$ cat src/rtl/pc_fetch_unit.sv
// Fetch-side owner of the program counter: issues instruction fetches, tags them
// with their PC, buffers returned instructions for decode and flushes on redirect.
//
// state | meaning
// BOOT  | first cycle after reset, no fetch requests issued
// RUN   | normal fetch operation
module pc_fetch_unit #(
  parameter logic [31:0] RESET_PC = 32'h0000_0000,
  parameter int          DEPTH    = 2
) (
  input  logic        CLK,
  input  logic        Reset_n,
  output logic [31:0] PC,
  input  logic [31:0] PC_new,
  input  logic        Redirect,
  input  logic [31:0] Redirect_PC,
  output logic        IMem_Req_Valid,
  input  logic        IMem_Req_Ready,
  output logic [31:0] IMem_Addr,
  input  logic        IMem_Rsp_Valid,
  input  logic [31:0] IMem_Rsp_Data,
  output logic        Inst_Valid,
  input  logic        Inst_Ready,
  output logic [31:0] Inst,
  output logic [31:0] Inst_PC
);
  localparam int            AW      = (DEPTH > 2) ? 2 : 1;
  localparam int            CW      = $clog2(DEPTH + 1);
  localparam logic [CW-1:0] DEPTH_C = CW'(DEPTH);

  typedef enum logic {BOOT, RUN} state_t;

  state_t        state;
  logic [31:0]   pc;
  logic [31:0]   tag_pc [DEPTH];
  logic [AW-1:0] tag_wr;
  logic [AW-1:0] tag_rd;
  logic [CW-1:0] inflight;
  logic [CW-1:0] drop;
  logic [CW-1:0] buffered;
  logic [31:0]   ib_data [DEPTH];
  logic [31:0]   ib_pc [DEPTH];
  logic [31:0]   ib_data_n [DEPTH];
  logic [31:0]   ib_pc_n [DEPTH];
  logic [CW:0]   occupancy;
  logic [CW-1:0] wr_idx;
  logic          accept;
  logic          push;
  logic          pop;

  function automatic logic [AW-1:0] ptr_inc(input logic [AW-1:0] p);
    return (p == AW'(DEPTH - 1)) ? '0 : p + AW'(1);
  endfunction

  assign occupancy      = {1'b0, inflight} + {1'b0, buffered};
  assign IMem_Req_Valid = (state == RUN) && !Redirect && (occupancy < {1'b0, DEPTH_C});
  assign IMem_Addr      = pc;
  assign PC             = pc;
  assign accept         = IMem_Req_Valid && IMem_Req_Ready;
  assign pop            = Inst_Valid && Inst_Ready;
  assign push           = IMem_Rsp_Valid && (drop == '0) && !Redirect;
  assign wr_idx         = buffered - CW'(pop);

  // Decode sees the head slot of a shift buffer, so outputs come straight from flops.
  assign Inst_Valid = (buffered != '0);
  assign Inst       = ib_data[0];
  assign Inst_PC    = ib_pc[0];

  always_comb begin
    for (int i = 0; i < DEPTH; i++) begin
      ib_data_n[i] = ib_data[i];
      ib_pc_n[i]   = ib_pc[i];
      if (pop && (i + 1 < DEPTH)) begin
        ib_data_n[i] = ib_data[(i + 1) % DEPTH];
        ib_pc_n[i]   = ib_pc[(i + 1) % DEPTH];
      end
      if (push && (wr_idx == CW'(i))) begin
        ib_data_n[i] = IMem_Rsp_Data;
        ib_pc_n[i]   = tag_pc[tag_rd];
      end
    end
  end

  always_ff @(posedge CLK or negedge Reset_n) begin
    if (!Reset_n) begin
      state    <= BOOT;
      pc       <= RESET_PC;
      tag_pc   <= '{default: '0};
      tag_wr   <= '0;
      tag_rd   <= '0;
      inflight <= '0;
      drop     <= '0;
      buffered <= '0;
      ib_data  <= '{default: '0};
      ib_pc    <= '{default: '0};
    end else begin
      if (state == BOOT) state <= RUN;

      if (Redirect)    pc <= {Redirect_PC[31:2], 2'b00};
      else if (accept) pc <= PC_new;

      if (accept) begin
        tag_pc[tag_wr] <= pc;
        tag_wr         <= ptr_inc(tag_wr);
      end
      if (IMem_Rsp_Valid) tag_rd <= ptr_inc(tag_rd);
      inflight <= inflight + CW'(accept) - CW'(IMem_Rsp_Valid);

      // Every fetch still outstanding after a redirect belongs to the wrong path.
      if (Redirect)                            drop <= inflight - CW'(IMem_Rsp_Valid);
      else if (IMem_Rsp_Valid && drop != '0)   drop <= drop - CW'(1);

      ib_data <= ib_data_n;
      ib_pc   <= ib_pc_n;
      if (Redirect) buffered <= '0;
      else          buffered <= buffered + CW'(push) - CW'(pop);
    end
  end

  always @(posedge CLK) begin
    if (Reset_n) begin
      assert (!(IMem_Rsp_Valid && inflight == '0));
      assert (!(push && !pop && buffered == DEPTH_C));
    end
  end
endmodule

$ cat config.mk
export PLATFORM = sky130hd
export DESIGN_NAME = pc_fetch_unit
export DESIGN_NICKNAME = d
export VERILOG_FILES = /design/src/rtl/pc_fetch_unit.sv
export SDC_FILE = /design/constraint.sdc
export NUM_CORES = 1
export LEC_CHECK = 0
export ABC_AREA = 1
export CAP_MARGIN = 20
export CORE_ASPECT_RATIO = 1.2
export CORE_MARGIN = 4
export CORE_UTILIZATION = 52
export CTS_CLUSTER_DIAMETER = 200
export CTS_CLUSTER_SIZE = 12
export DETAILED_ROUTE_END_ITERATION = 6
export PLACE_DENSITY = 0.81
export SLEW_MARGIN = 20
export SYNTH_ARGS = -nofsm -noshare
export SYNTH_HDL_FRONTEND = slang
export SYNTH_SLANG_ARGS = --single-unit
$ cat constraint.sdc
create_clock -name CLK -period 2.52 [get_ports CLK]
set_input_delay 0.378 -clock CLK [delete_from_list [all_inputs] [get_ports CLK]]
set_output_delay 0.378 -clock CLK [all_outputs]
set_load 0.01 [all_outputs]
== Word-level counts from Yosys, hierarchy flattened ==
Index checks and enable logic that the tools add are counted.

* Input bits: 102
* RAM bits: 0
* Latch bits: 0
* Bits in registers: 233
* Bits in read-only memories: 0
* Memories kept: 0
* Output and inout bits: 130
* Word-level logic and storage cells: 65

* Add/subtract/negate cells: 10
* Reductions and logical operators: 18
* Bitwise gates (word level): 2
* Mux-type cells: 17
* Multipliers: 0
* Order comparisons: 4
* Equality and inequality tests: 1
* Shift-type cells: 0
* Divide/modulo/power cells: 0

{| class="wikitable"
|+ Operators with widths
! kind !! number
|-
| $mux W32 || 10
|-
| $bwmux W64 || 1
|-
| $demux W32 S1 || 1
|-
| $logic_and A1 B1 Y1 || 10
|-
| $reduce_bool A2 Y1 || 5
|-
| $sub A2 B1 Y2 || 4
|-
| $mux W2 || 3
|-
| $add A2 B1 Y2 || 2
|-
| $ge A2 B2 Y1 const B || 2
|-
| $logic_not A2 Y1 || 2
|-
| $not A1 Y2 || 2
|-
| $add A2 B2 Y3 || 1
|-
| $lt A3 B2 Y1 const B || 1
|-
| $add A1 B1 Y1 const B || 2
|-
| $eq A2 B1 Y1 const B || 1
|-
| $lt A2 B1 Y1 const B || 1
|-
| $mux W1 || 2
|-
| $sub A2 B1 Y2 const B || 1
|-
| $logic_not A1 Y1 || 1
|}

== Depth between registers and ports, before layout ==
* Depth in word-level cells: 6
* Depth in mapped cells: 15
* Gate-level depth less buffers: 12

== Worst setup path after synthesis ==
OpenSTA, ideal clock, no wires.

* Path type: register to register
* Start point: register inflight[0]
* End point: register inflight[1]
* Stages on the path, launching flop included: 11
* Setup time: 123 ps
* Path slack: 269 ps
* Period minus slack after synthesis: 2251 ps
* Arrival: 2129 ps
* Path buffers: 1
* Data required time: 2397 ps
* Cell sequence: dfrtp_1 -> nand2_1 -> inv_1 -> fa_1 -> nor2_1 -> nand4_4 -> clkbuf_1 -> ha_1 -> inv_1 -> ha_1 -> xnor2_1

* Longest elaborated chain between the ends: 6

{| class="wikitable"
|+ Ends and longest elaborated chain
! item !! line !! RTL
|-
| start, declared || 38 || <nowiki>logic [CW-1:0] inflight;</nowiki>
|-
| start signal, assigned || 107 || <nowiki>inflight <= inflight + CW'(accept) - CW'(IMem_Rsp_Valid);</nowiki>
|-
| $add A2 B2 Y3 || 55 || <nowiki>assign occupancy = {1'b0, inflight} + {1'b0, buffered};</nowiki>
|-
| $lt A3 B2 Y1 || 56 || <nowiki>assign IMem_Req_Valid = (state == RUN) && !Redirect && (occupancy < {1'b0, DEPTH_C});</nowiki>
|-
| $logic_and A1 B1 Y1 || 56 ||
|-
| $logic_and A1 B1 Y1 || 59 || <nowiki>assign accept = IMem_Req_Valid && IMem_Req_Ready;</nowiki>
|-
| $add A2 B1 Y2 * || 107 ||
|-
| $sub A2 B1 Y2 * || 107 ||
|}

Mark *: on every way between the ends. The rest lies on a longest branch, timed or not.
A chain may end at the register's enable or synchronous reset.

== Worst setup path after layout ==
* Start point: register inflight[0]
* End point: output IMem_Req_Valid

* Longest elaborated chain between the ends: 3

{| class="wikitable"
|+ Ends and longest elaborated chain
! item !! line !! RTL
|-
| $add A2 B2 Y3 || 55 ||
|-
| $lt A3 B2 Y1 || 56 ||
|-
| $logic_and A1 B1 Y1 || 56 ||
|-
| end, declared || 17 || <nowiki>output logic IMem_Req_Valid,</nowiki>
|}

No other way between the ends.

==> impl_metrics.ini <==
[outcome]
status = complete, no violations

[worst_hold_path]
min_path_type = in2async

[sta]
setup_violations = 0
final-hold-violation-count = 0
maxSlewViolCount = 0
finalSetupTns_ns = 0
hold_ws_ns = 0.419
worstMarginPinSlew_ns = 0.702
layout_setup_ws_ns = 0.146
fin_crit_sh_pct = 94.2
worst_clock_skew_ns = 0.00920
grt_setup_unrepaired = no
fmax_mhz = 421
min_period_ns = 2.37
relSlewSlack_pct = 53.2

[synth]
synth.top_cells.by_count = nand2_1, dfrtp_1, nand3_1
yosys-top-cells-area = dfrtp_1, nand2_1, nand3_1
synth_edf_count = 0
ys.flop_type = dfrtp_1
synth_area_mm2 = 0.0115
async_flop_share_pct = 100
ys_seq_area_share_pct = 50.9
yosysUniqueCellTypes = 26
synth_most_common_cell = nand2_1
syn_avg_cell_area_um2 = 7.79
ys_ff_latch = 233
netlist.area_leader.share_pct = 50.9
synth_cells = 1470
yosysWarnings = 0
synth_top_area_cell = dfrtp_1
synth_nets = 1580

[clock_network]
cts_tree = built
cts_setup_buffers = 0
cts_buffer_depth = 3
htree_levels = 1
cts_buffers = 23
clkTransAtPathRegs_ns = 0.06
insertion_delay_ns = 0.49
clock_tree.root_cell = clkbuf_16
cts_sinks = 233

[job]
maxCapViolations = 0

[setup_path]
r2r_cells = 9
worstPathRequired_ns = 2.14
criticalPathCategory = reg2out
crit_path_end = IMem_Req_Valid
crit_arrival_ns = 2.00
rr_endpoint = inflight[1]
r2r_slack_ns = 0.23
cp_max_fo = 3
endpoint_kind = output port
crit_path_start_kind = flop
r2r-start = inflight[0]
worstSetupStartpoint = inflight[0]

[grt]
grt_pass1_vias = 8953
grt_max_degree = 79
grt_pass1_wl_mm = 43.4
grt_overflow = 0
antenna_found_initial = 0
track_usage_pct = 21.2

[cells_and_area]
nNetsFinal = 1672
n_fill_cell = 1838
area_growth_pct = 21.0
final_layout_size_suffix_gt1_share_pct = 4.03
antenna_cells = 0
post-route-cell-area_mm2 = 0.0139

[die]
dieArea_mm2 = 0.0245
chipWidth_um = 143
rows = 59
coreArea_mm2 = 0.0217
start_util_pct = 52.8
die_h_um = 171
num_io_pins = 232

[routing]
drt-vias-per-instance = 5.06
first_iter_violations = 663
antenna_left = 0
drc_errors = 0
wl_per_cell_um = 14.2
routed_wl_mm = 26.0
num_vias = 9295
first_pass_iters = 5

[pwr]
power_mw = 14.6
power_density_mw_per_mm2 = 1060
p_leak_nw = 7.10
vdd_drop_max_v = 0.000627

[placement]
placed_area_mm2 = 0.0133
gp_congestion = 0.810
portBuffers = 229
pre_cts_slack_ns = 0.206
place_hpwl_mm = 17.3
[routing by layer]
layer | vias up | track usage [%] | share of wire (%)
met1 | 4324 | 28.5 | 43
met2 | 265 | 36.3 | 50
met4 | 0 | 5.36 | 2.0
met3 | 35 | 3.10 | 5.1
li1 | 4671 | - | -
met5 | - | 0 | 0
[per-stage QoR]
| stage | util, % | std cells |
|---|---|---|
| floorplan | - | 1470 |
| global placement | 61.1 | 1810 |
| detailed placement | 61.1 | 1810 |
| CTS | 63.8 | 1836 |
| global route | 63.8 | 1836 |
| finish | 63.8 | 1836 |
[logic make-up after synthesis]
| kind of cell | Yosys count | share of synthesized area [%] |
|---|---|---|
| adders and majority gates | 8 | 0.939 |
| other | 1 | 0.0327 |
| and+or+nand+nor | 821 | 29.0 |
| buffers and inverters | 268 | 12.8 |
| xor gates and xnor gates | 6 | 0.459 |
| AOI/OAI and AO/OA | 133 | 5.81 |
| DFF | 233 | 50.9 |
[worst min path at each step]
stage / startpoint / end / slack (ns) / cells past startpoint
after floorplan: Reset_n / IMem_Addr[0] / 0.08 / 0
after global placement: Reset_n / ib_data[30] / 0.38 / 1
after detailed placement: Reset_n / ib_data[30] / 0.38 / 1
after CTS: PC_new[1] / IMem_Addr[1] / 0.43 / 3
after global routing: PC_new[0] / IMem_Addr[0] / 0.45 / 3
final: Reset_n / Inst[26] / 0.42 / 2
[flip-flops by register name, indices dropped and copies added, names as in the netlist, 32 cells and up]
register / count
IMem_Addr: 32
Inst: 32
Inst_PC: 32
ib_data: 32
ib_pc: 32
tag_pc: 64
[layout make-up]
type	instances	area [µm²]	area share [%]
well taps	274	343	2.47
inverters	80	305	2.20
repair buffers	255	2610	18.8
flip-flops and latches	233	5830	42.1
clock inverters	1	8.76	0.0632
multi-input cells	969	4180	30.2
clock buffers	24	579	4.18
[timing repair]
| item | 4_1_cts | 5_1_grt |
|---|---|---|
| resized for setup | 2 | 0 |
| setup endpoints to repair | 1 | 1 |
| hold buffers | 1 | 0 |
| pin swaps | 0 | 1 |
| endpoints found under the hold margin | 67 | 0 |
[layout by cell type, fill, tap and decap left out, types with 2 or more instances in the layout]
cell type          n
xor2_1             3
o21ai_1           64
clkbuf_16         23
nor2_4             3
nand2_1          645
buf_12             9
nand3_1          162
nor2_1             5
inv_2              2
a21oi_1            3
buf_4             16
xnor2_1            3
dfrtp_1          232
ha_1               6
clkdlybuf4s50_1  227
o21ai_0           66
inv_1             77
[critical path: stages, from the launching register on]
cell	delay, ns
dfrtp_1	0.40
nand2_1	0.08
inv_1	0.05
fa_1	0.47
nor3_2	0.20
dlygate4sd2_1	0.31
[power by group]
group	internal (mW)	switching (mW)
registers	5.25	0.903
clock network	1.62	1.30
logic	2.45	3.12
total	9.31	5.32
No activity file was read; power rests on OpenSTA's default activity.
